File: src/rtl/cpu_mem_arbiter.sv
// cpu_mem_arbiter
//
// Shares one 16-bit BRAM between the fx68k bus and the SPI loader port. The
// CPU always wins in IDLE. SPI byte requests are buffered in a 2-entry queue
// and are served in the IDLE cycles that have no CPU request.
//
// Ports:
//   clk, reset_n            system clock, async active-low reset
//   cpu_as_n, cpu_rw        68k address strobe, 1 = read / 0 = write
//   cpu_uds_n, cpu_lds_n    68k upper (even) / lower (odd) byte strobes
//   cpu_a[23:1]             68k word address
//   cpu_dout / cpu_din      CPU write data / registered read data to CPU
//   dtack_n                 data transfer acknowledge
//   spi_wr, spi_rd          one-cycle SPI write / read requests
//   spi_addr, spi_di        SPI byte address, SPI write byte
//   spi_do, spi_do_valid    SPI read byte and its one-cycle valid pulse
//   spi_overflow            sticky: a request was dropped because the queue was full
//   mem_addr, mem_we        BRAM word address, byte write enables {upper, lower}
//   mem_din, mem_dout       BRAM write data, BRAM read data
module cpu_mem_arbiter #(
    parameter int unsigned ADDR_BITS  = 15,
    parameter int unsigned RD_LATENCY = 1,
    parameter logic [7:0]  SPI_PAGE   = 8'h00
) (
    input  logic                 clk,
    input  logic                 reset_n,
    input  logic                 cpu_as_n,
    input  logic                 cpu_rw,
    input  logic                 cpu_uds_n,
    input  logic                 cpu_lds_n,
    input  logic [23:1]          cpu_a,
    input  logic [15:0]          cpu_dout,
    output logic [15:0]          cpu_din,
    output logic                 dtack_n,
    input  logic                 spi_wr,
    input  logic                 spi_rd,
    input  logic [31:0]          spi_addr,
    input  logic [7:0]           spi_di,
    output logic [7:0]           spi_do,
    output logic                 spi_do_valid,
    output logic                 spi_overflow,
    output logic [ADDR_BITS-2:0] mem_addr,
    output logic [1:0]           mem_we,
    output logic [15:0]          mem_din,
    input  logic [15:0]          mem_dout
);

    typedef enum logic [1:0] {StIdle, StCpuAcc, StCpuAck, StSpiAcc} state_e;

    typedef struct packed {
        logic                 op_wr;
        logic [ADDR_BITS-1:0] addr;
        logic [7:0]           data;
    } spi_req_t;

    localparam logic [1:0] LatInit = 2'(RD_LATENCY);

    state_e               state_q, state_d;
    logic [1:0]           cnt_q, cnt_d;
    logic                 cpu_served_q, cpu_served_d;
    logic                 dtack_n_q, dtack_n_d;
    logic [15:0]          cpu_din_q, cpu_din_d;
    logic [ADDR_BITS-2:0] mem_addr_q, mem_addr_d;
    logic [1:0]           mem_we_q, mem_we_d;
    logic [15:0]          mem_din_q, mem_din_d;
    logic [7:0]           spi_do_q, spi_do_d;
    logic                 spi_do_valid_q, spi_do_valid_d;
    logic                 spi_ovf_q, spi_ovf_d;
    // Kind and byte lane of the SPI access currently in flight.
    logic                 spi_op_wr_q, spi_op_wr_d;
    logic                 spi_lsb_q, spi_lsb_d;

    // Queue: entry 0 is the head, popping shifts entry 1 down.
    spi_req_t [1:0]       q_q, q_d;
    logic [1:0]           q_cnt_q, q_cnt_d;
    logic                 q_pop;
    logic                 q_push;
    spi_req_t             q_new;

    logic                 cpu_req;
    logic                 cpu_mapped;
    logic                 unused_spi_addr;

    assign unused_spi_addr = ^spi_addr[23:ADDR_BITS];

    assign cpu_req    = ~cpu_as_n & (~cpu_uds_n | ~cpu_lds_n) & ~cpu_served_q;
    assign cpu_mapped = (cpu_a[23:ADDR_BITS] == '0);

    always_comb begin
        q_push      = (spi_wr | spi_rd) && (spi_addr[31:24] == SPI_PAGE);
        // A simultaneous write and read resolve to the write.
        q_new.op_wr = spi_wr;
        q_new.addr  = spi_addr[ADDR_BITS-1:0];
        q_new.data  = spi_di;
        q_d         = q_q;
        q_cnt_d     = q_cnt_q;
        spi_ovf_d   = spi_ovf_q;
        if (q_pop) begin
            q_d[0]  = q_q[1];
            q_cnt_d = q_cnt_q - 2'd1;
        end
        if (q_push) begin
            if (q_cnt_q == 2'd2) begin
                spi_ovf_d = 1'b1;
            end else begin
                q_d[q_cnt_d[0]] = q_new;
                q_cnt_d         = q_cnt_d + 2'd1;
            end
        end
    end

    always_comb begin
        state_d        = state_q;
        cnt_d          = cnt_q;
        cpu_served_d   = cpu_served_q;
        dtack_n_d      = dtack_n_q;
        cpu_din_d      = cpu_din_q;
        mem_addr_d     = mem_addr_q;
        mem_we_d       = 2'b00;  // write enables last only one cycle
        mem_din_d      = mem_din_q;
        spi_do_d       = spi_do_q;
        spi_do_valid_d = 1'b0;
        spi_op_wr_d    = spi_op_wr_q;
        spi_lsb_d      = spi_lsb_q;
        q_pop          = 1'b0;

        unique case (state_q)
            StIdle: begin
                if (cpu_req) begin
                    if (cpu_mapped) begin
                        mem_addr_d = cpu_a[ADDR_BITS-1:1];
                        mem_din_d  = cpu_dout;
                        mem_we_d   = cpu_rw ? 2'b00 : {~cpu_uds_n, ~cpu_lds_n};
                        cnt_d      = LatInit;
                        state_d    = StCpuAcc;
                    end else begin
                        // Unmapped: acknowledge at once with open-bus data.
                        cpu_din_d = 16'hFFFF;
                        dtack_n_d = 1'b0;
                        state_d   = StCpuAck;
                    end
                end else if (q_cnt_q != 2'd0) begin
                    q_pop       = 1'b1;
                    mem_addr_d  = q_q[0].addr[ADDR_BITS-1:1];
                    spi_op_wr_d = q_q[0].op_wr;
                    spi_lsb_d   = q_q[0].addr[0];
                    if (q_q[0].op_wr) begin
                        mem_din_d = {q_q[0].data, q_q[0].data};
                        mem_we_d  = q_q[0].addr[0] ? 2'b01 : 2'b10;
                    end
                    cnt_d   = LatInit;
                    state_d = StSpiAcc;
                end
            end
            StCpuAcc: begin
                if (cpu_as_n) begin
                    // Aborted cycle: any write is already committed, no ack.
                    cpu_served_d = 1'b0;
                    state_d      = StIdle;
                end else if (cnt_q == 2'd0) begin
                    if (cpu_rw) begin
                        cpu_din_d = mem_dout;
                    end
                    dtack_n_d    = 1'b0;
                    cpu_served_d = 1'b1;
                    state_d      = StCpuAck;
                end else begin
                    cnt_d = cnt_q - 2'd1;
                end
            end
            StCpuAck: begin
                if (cpu_as_n) begin
                    dtack_n_d    = 1'b1;
                    cpu_served_d = 1'b0;
                    state_d      = StIdle;
                end
            end
            StSpiAcc: begin
                if (cnt_q == 2'd0) begin
                    if (!spi_op_wr_q) begin
                        spi_do_d       = spi_lsb_q ? mem_dout[7:0] : mem_dout[15:8];
                        spi_do_valid_d = 1'b1;
                    end
                    state_d = StIdle;
                end else begin
                    cnt_d = cnt_q - 2'd1;
                end
            end
            default: state_d = StIdle;
        endcase
    end

    always_ff @(posedge clk or negedge reset_n) begin
        if (!reset_n) begin
            state_q        <= StIdle;
            cnt_q          <= 2'd0;
            cpu_served_q   <= 1'b0;
            dtack_n_q      <= 1'b1;
            cpu_din_q      <= 16'hFFFF;
            mem_addr_q     <= '0;
            mem_we_q       <= 2'b00;
            mem_din_q      <= 16'h0000;
            spi_do_q       <= 8'h00;
            spi_do_valid_q <= 1'b0;
            spi_ovf_q      <= 1'b0;
            spi_op_wr_q    <= 1'b0;
            spi_lsb_q      <= 1'b0;
            q_q            <= '0;
            q_cnt_q        <= 2'd0;
        end else begin
            state_q        <= state_d;
            cnt_q          <= cnt_d;
            cpu_served_q   <= cpu_served_d;
            dtack_n_q      <= dtack_n_d;
            cpu_din_q      <= cpu_din_d;
            mem_addr_q     <= mem_addr_d;
            mem_we_q       <= mem_we_d;
            mem_din_q      <= mem_din_d;
            spi_do_q       <= spi_do_d;
            spi_do_valid_q <= spi_do_valid_d;
            spi_ovf_q      <= spi_ovf_d;
            spi_op_wr_q    <= spi_op_wr_d;
            spi_lsb_q      <= spi_lsb_d;
            q_q            <= q_d;
            q_cnt_q        <= q_cnt_d;
        end
    end

    assign cpu_din      = cpu_din_q;
    assign dtack_n      = dtack_n_q;
    assign spi_do       = spi_do_q;
    assign spi_do_valid = spi_do_valid_q;
    assign spi_overflow = spi_ovf_q;
    assign mem_addr     = mem_addr_q;
    assign mem_we       = mem_we_q;
    assign mem_din      = mem_din_q;

endmodule

File: config.mk
export PLATFORM = sky130hd
export DESIGN_NAME = cpu_mem_arbiter
export DESIGN_NICKNAME = d
export VERILOG_FILES = /design/src/rtl/cpu_mem_arbiter.sv
export SDC_FILE = /design/constraint.sdc
export NUM_CORES = 1
export LEC_CHECK = 0
export CAP_MARGIN = 20
export CORE_MARGIN = 3
export CORE_UTILIZATION = 51
export DETAILED_ROUTE_END_ITERATION = 12
export PLACE_DENSITY = 0.85
export SLEW_MARGIN = 5
export SYNTH_ARGS = -nofsm -noshare
export SYNTH_HDL_FRONTEND = slang
export SYNTH_SLANG_ARGS = --single-unit
File: constraint.sdc
create_clock -name clk -period 5.4 [get_ports clk]
set_clock_uncertainty 0.2 [all_clocks]
set_input_delay 1.62 -clock clk [delete_from_list [all_inputs] [get_ports clk]]
set_output_delay 1.62 -clock clk [all_outputs]
set_load 0.05 [all_outputs]
* Word level (Yosys, flattened, before mapping)
Cells that the tools add are included.
** Cells by class
- Equal/unequal tests :: 15
- Reduce and logical (&&, ||, !) cells :: 24
- Multiplexer cells :: 60
- Bitwise logic cells :: 11
- Add/sub/neg operators :: 3
- $lt $le $gt $ge :: 2
** Operators by type and width (number)
- two-way mux 16 bit :: 9
- two-way mux 24 bit :: 4
- bitwise mux 48 bit :: 1
- two-way mux 2 bit :: 22
- two-way mux 14 bit :: 3
- case mux 16 bit (2 select lines) :: 1
- demux 24 bit (select 1 bit) :: 1
- two-way mux 1 bit :: 14
- != test 2 bit, second input constant :: 7
- AND reduction 3 bit :: 4
- AND reduction 4 bit :: 3
- AND reduction 6 bit :: 2
- nonzero test 2 bit :: 5
- zero test 9 bit :: 1
- != test 3 bit, second input constant :: 3
- zero test 8 bit :: 1
- two-way mux 8 bit :: 1
- case mux 2 bit (4 select lines) :: 1
- inverter 1 bit :: 7
- equality test 2 bit, second input constant :: 3
- case mux 2 bit (3 select lines) :: 1
- nonzero test 3 bit :: 2
- zero test 2 bit :: 2
- AND reduction 2 bit :: 2
- other kinds (11) :: 15
** Storage, ports and cells
- Bits of input ports :: 103
- Logic and storage cells :: 135
- Register bits :: 116
- Output and inout bits :: 59

* Logic depth before layout (Yosys ltp)
- Depth in word-level cells :: 14
- Depth in mapped cells :: 8
- Mapped depth without buffers :: 6

* Worst setup path after synthesis
OpenSTA, ideal clock, no wires.
- Path type :: input-to-reg
- From :: in spi_addr[25]
- To :: reg q_q[10] (netlist bit)
- Stages on the path :: 6
- Arrival :: 3411 ps
- Library setup time :: 125 ps
- Required time :: 5075 ps
- Buffers on the path :: 2
- Path slack :: 1663 ps
- Path through :: or4_4 nor4_4 or3b_1 buf_2 buf_6 mux2_4
** RTL lines
- start, declared :: RTL line 37 : input logic [31:0] spi_addr,
- end signal, assigned :: RTL line 224 : q_q <= q_d;
- end, declared :: RTL line 74 : spi_req_t [1:0] q_q, q_d;

==> metrics <==
H-tree depth=4; DRC Markers=0; # clock sinks=116; Synth top cells by count=99 x dfrtp_1, 98 x mux2_2, 94 x nand2_1; Design Area, Final=7820 um^2; Worst R2R End=q_q[23]$_DFF_PN0_; IO buf count=152; fmax=249 MHz; Ys Warns=0; CP Cell Sequence=clkdlybuf4s50_1 -> or4_4 -> nor4_4 -> or3b_1 -> buf_4 -> mux2_4; Synth Area per Inst=12.0 um^2; minimum clock period=4010 ps; Slew @ Worst Pin=654 ps; reg2reg path depth=7; Sw Ratio=35.7%; VDD IR max=0.359 mV; sequential area share after synthesis=53.5%; register share of total power=31.1%; top cell type by total area after synthesis=dfrtp_1; setup_tns=0 ps; worst skew pair latency=520 ps; First-pass DRT Iterations=4; top post-synthesis cells by area=dfrtp_1 45%, mux2_2 20%, dfstp_2 8.2%; crit-path max cell delay=590 ps; CTS tree=yes; ANT cells=0; worst r2r src=q_cnt_q[0]$_DFF_PN0_; critical path capture point=q_q[13]$_DFF_PN0_; number of CTS-inserted buffers=17; routability-driven placement congestion ratio=0.767; Reg clk slew, reported paths=60 ps; result of the run=finished clean; crit end category=flop; Die H=109 um; Post-synth ARST share=100%; Slew HR=56.2%; initial core utilization=52.7%; Final Hold Viols=0; postcts setup bufs=0; PostCTS Resize Cnt=0; Synth cell types=43; Post-layout nets=720; Tot GR Track Use=23.2%; antenna violations before repair=0; dpl hpwl=8.95 mm; maximum fanout along the worst path=17; Synth top area share=45.4%; Post-DP Area=7140 um^2; crit share post-route=74.3%; filler cell count in the final layout=656; worst hold path type=flop to flop; site row count=37; Die W=109 um; total number of vias=4083; die area=12000 um^2; Post-synth EDFFs=0; Int Power=2.59 mW; Setup violations, final=0; vias in the first global route=4350; RSZ-0062 raised after global routing=false; Comb power frac=38.0%; crit path kind=input port to flop; largest net degree at the start of global routing=91; # Max-Cap Violations=0; Routed WL per cell=17.7 um; switching power=1.44 mW; mapped cell area=5460 um^2; initial detailed-routing violation count=214; most frequent cell after synthesis=dfrtp_1; pwr/cell area=515 nW/um^2; Hold Buf Count CTS=0; crit path DAT=4220 ps; area grow syn2layout=43.2%; Clock power frac=30.9%; syn nets=560; clk buf depth=2; LEAKAGE=3.68 nW; number of synthesized register bits=116; Max Slew Vio Count=0; worst setup path startpoint=spi_addr[25]; I/O pins=162; first-pass GRT wire length=21.3 mm; ANT nets after route=0; share of layout cells above drive strength 1=29.5%; total global routing overflow=0; core footprint=10400 um^2; r2r setup slk=2430 ps; via density per instance=5.35; post-synthesis instance total=454; Critical Path RT=5600 ps; ys flop type=dfrtp_1; Clock Tree Root=clkbuf_8; setup ws final=1390 ps; Slowest cell on crit path=or3b_1; dpl ws=844 ps; drt total wl=13.5 mm; crit start category=input port
## routing by layer
layer,up-vias,share of wire (%),track usage (%)
met1,2025,40,26.8
met5,-,0,0
li1,1888,-,-
met4,0,2.6,9.44
met3,33,6.5,6.46
met2,137,51,40.5
## flip-flops by register name, indices dropped and copies added (netlist names)
| register | flops |
|---|---|
| cnt_q | 2 |
| q_cnt_q | 2 |
| dtack_n | 1 |
| spi_do | 8 |
| mem_din | 16 |
| spi_lsb_q | 1 |
| spi_op_wr_q | 1 |
| spi_do_valid | 1 |
| cpu_din | 16 |
| cpu_served_q | 1 |
| spi_overflow | 1 |
| q_q | 48 |
| state_q | 2 |
| mem_addr | 14 |
| mem_we | 2 |
## through the flow
stage / utilization, % / hold WS [ps] / power (mW) / cells
after CTS: 75.2 / 273 / 4.05 / 762
after floorplan: - / 239 / 2.27 / 454
after global placement: 68.8 / 241 / 2.73 / 730
after global routing: 75.4 / 304 / 4.21 / 763
after detailed placement: 68.8 / 268 / 2.78 / 730
final: 75.4 / 276 / 4.03 / 763
## cells by family (layout without fill, tap and decap cells)
| kind of cell | count (synthesis) | count (layout) | share of synthesized area, % |
|---|---|---|---|
| muxes | 126 | 126 | 27.2 |
| DFF | 116 | 116 | 53.5 |
| xor gates and xnor gates | 2 | 2 | 0.321 |
| adders and majority gates | 3 | 3 | 0.687 |
| and+or+nand+nor | 142 | 142 | 11.9 |
| buffers and inverters | 31 | 204 | 2.59 |
| AOI/OAI and AO/OA | 34 | 34 | 3.80 |
## cells in the final DEF, fill, tap and decap left out, drive strengths merged, types with 2 or more instances in the layout
cell | synthesis | final
nor2 | 9 | 9
dfrtp | 99 | 99
a21oi | 7 | 7
nor4 | 2 | 2
mux2 | 118 | 118
clkinv | 0 | 3
nand3 | 2 | 2
clkdlybuf4s50 | 0 | 151
ha | 3 | 3
xnor2 | 2 | 2
nor3 | 4 | 4
or4 | 2 | 2
bufinv | 0 | 5
dfstp | 17 | 17
nand2b | 17 | 17
mux2i | 8 | 8
or3 | 2 | 2
clkbuf | 11 | 23
buf | 11 | 12
o21ai | 15 | 15
nand2 | 94 | 94
nor2b | 3 | 3
inv | 9 | 9
o22ai | 3 | 3
## power groups by stage
stage / clock, mW / combinational [mW] / sequential (mW)
6_report: 1.24 / 1.53 / 1.25
5_1_grt: 1.30 / 1.63 / 1.28
3_5_place_dp: 0 / 1.52 / 1.26
3_3_place_gp: 0 / 1.49 / 1.24
4_1_cts: 1.26 / 1.54 / 1.25
2_1_floorplan: 0 / 0.589 / 1.68
## area by class of cell
type | count | area (um^2) | share of cell area, %
clock buffer | 23 | 487 | 6.22
tap | 136 | 170 | 2.17
timing repair buffer | 163 | 1620 | 20.7
clock inverter | 9 | 173 | 2.21
inverter | 9 | 33.8 | 0.432
sequential | 116 | 2920 | 37.4
multi-input combinational | 307 | 2410 | 30.9
## worst min-delay path by stage
stage	endpoint	startpoint	slack, ps	cells past startpoint
floorplan	mem_we[1]$_DFF_PN0_	q_q[8]$_DFF_PN0_	240	1
global placement	spi_overflow$_DFFE_PN0P_	spi_overflow$_DFFE_PN0P_	240	1
detailed placement	mem_we[1]$_DFF_PN0_	q_q[8]$_DFF_PN0_	270	1
CTS	mem_we[1]$_DFF_PN0_	q_q[8]$_DFF_PN0_	270	1
global route	mem_we[1]$_DFF_PN0_	q_q[8]$_DFF_PN0_	300	1
finish	mem_we[1]$_DFF_PN0_	q_q[8]$_DFF_PN0_	280	1
## critical path, delay by kind of cell
kind | cells | cell delay, ps
simple gates | 3 | 1510
mux | 1 | 340
buf+inv | 2 | 730
(Power assumes the default switching activity.)
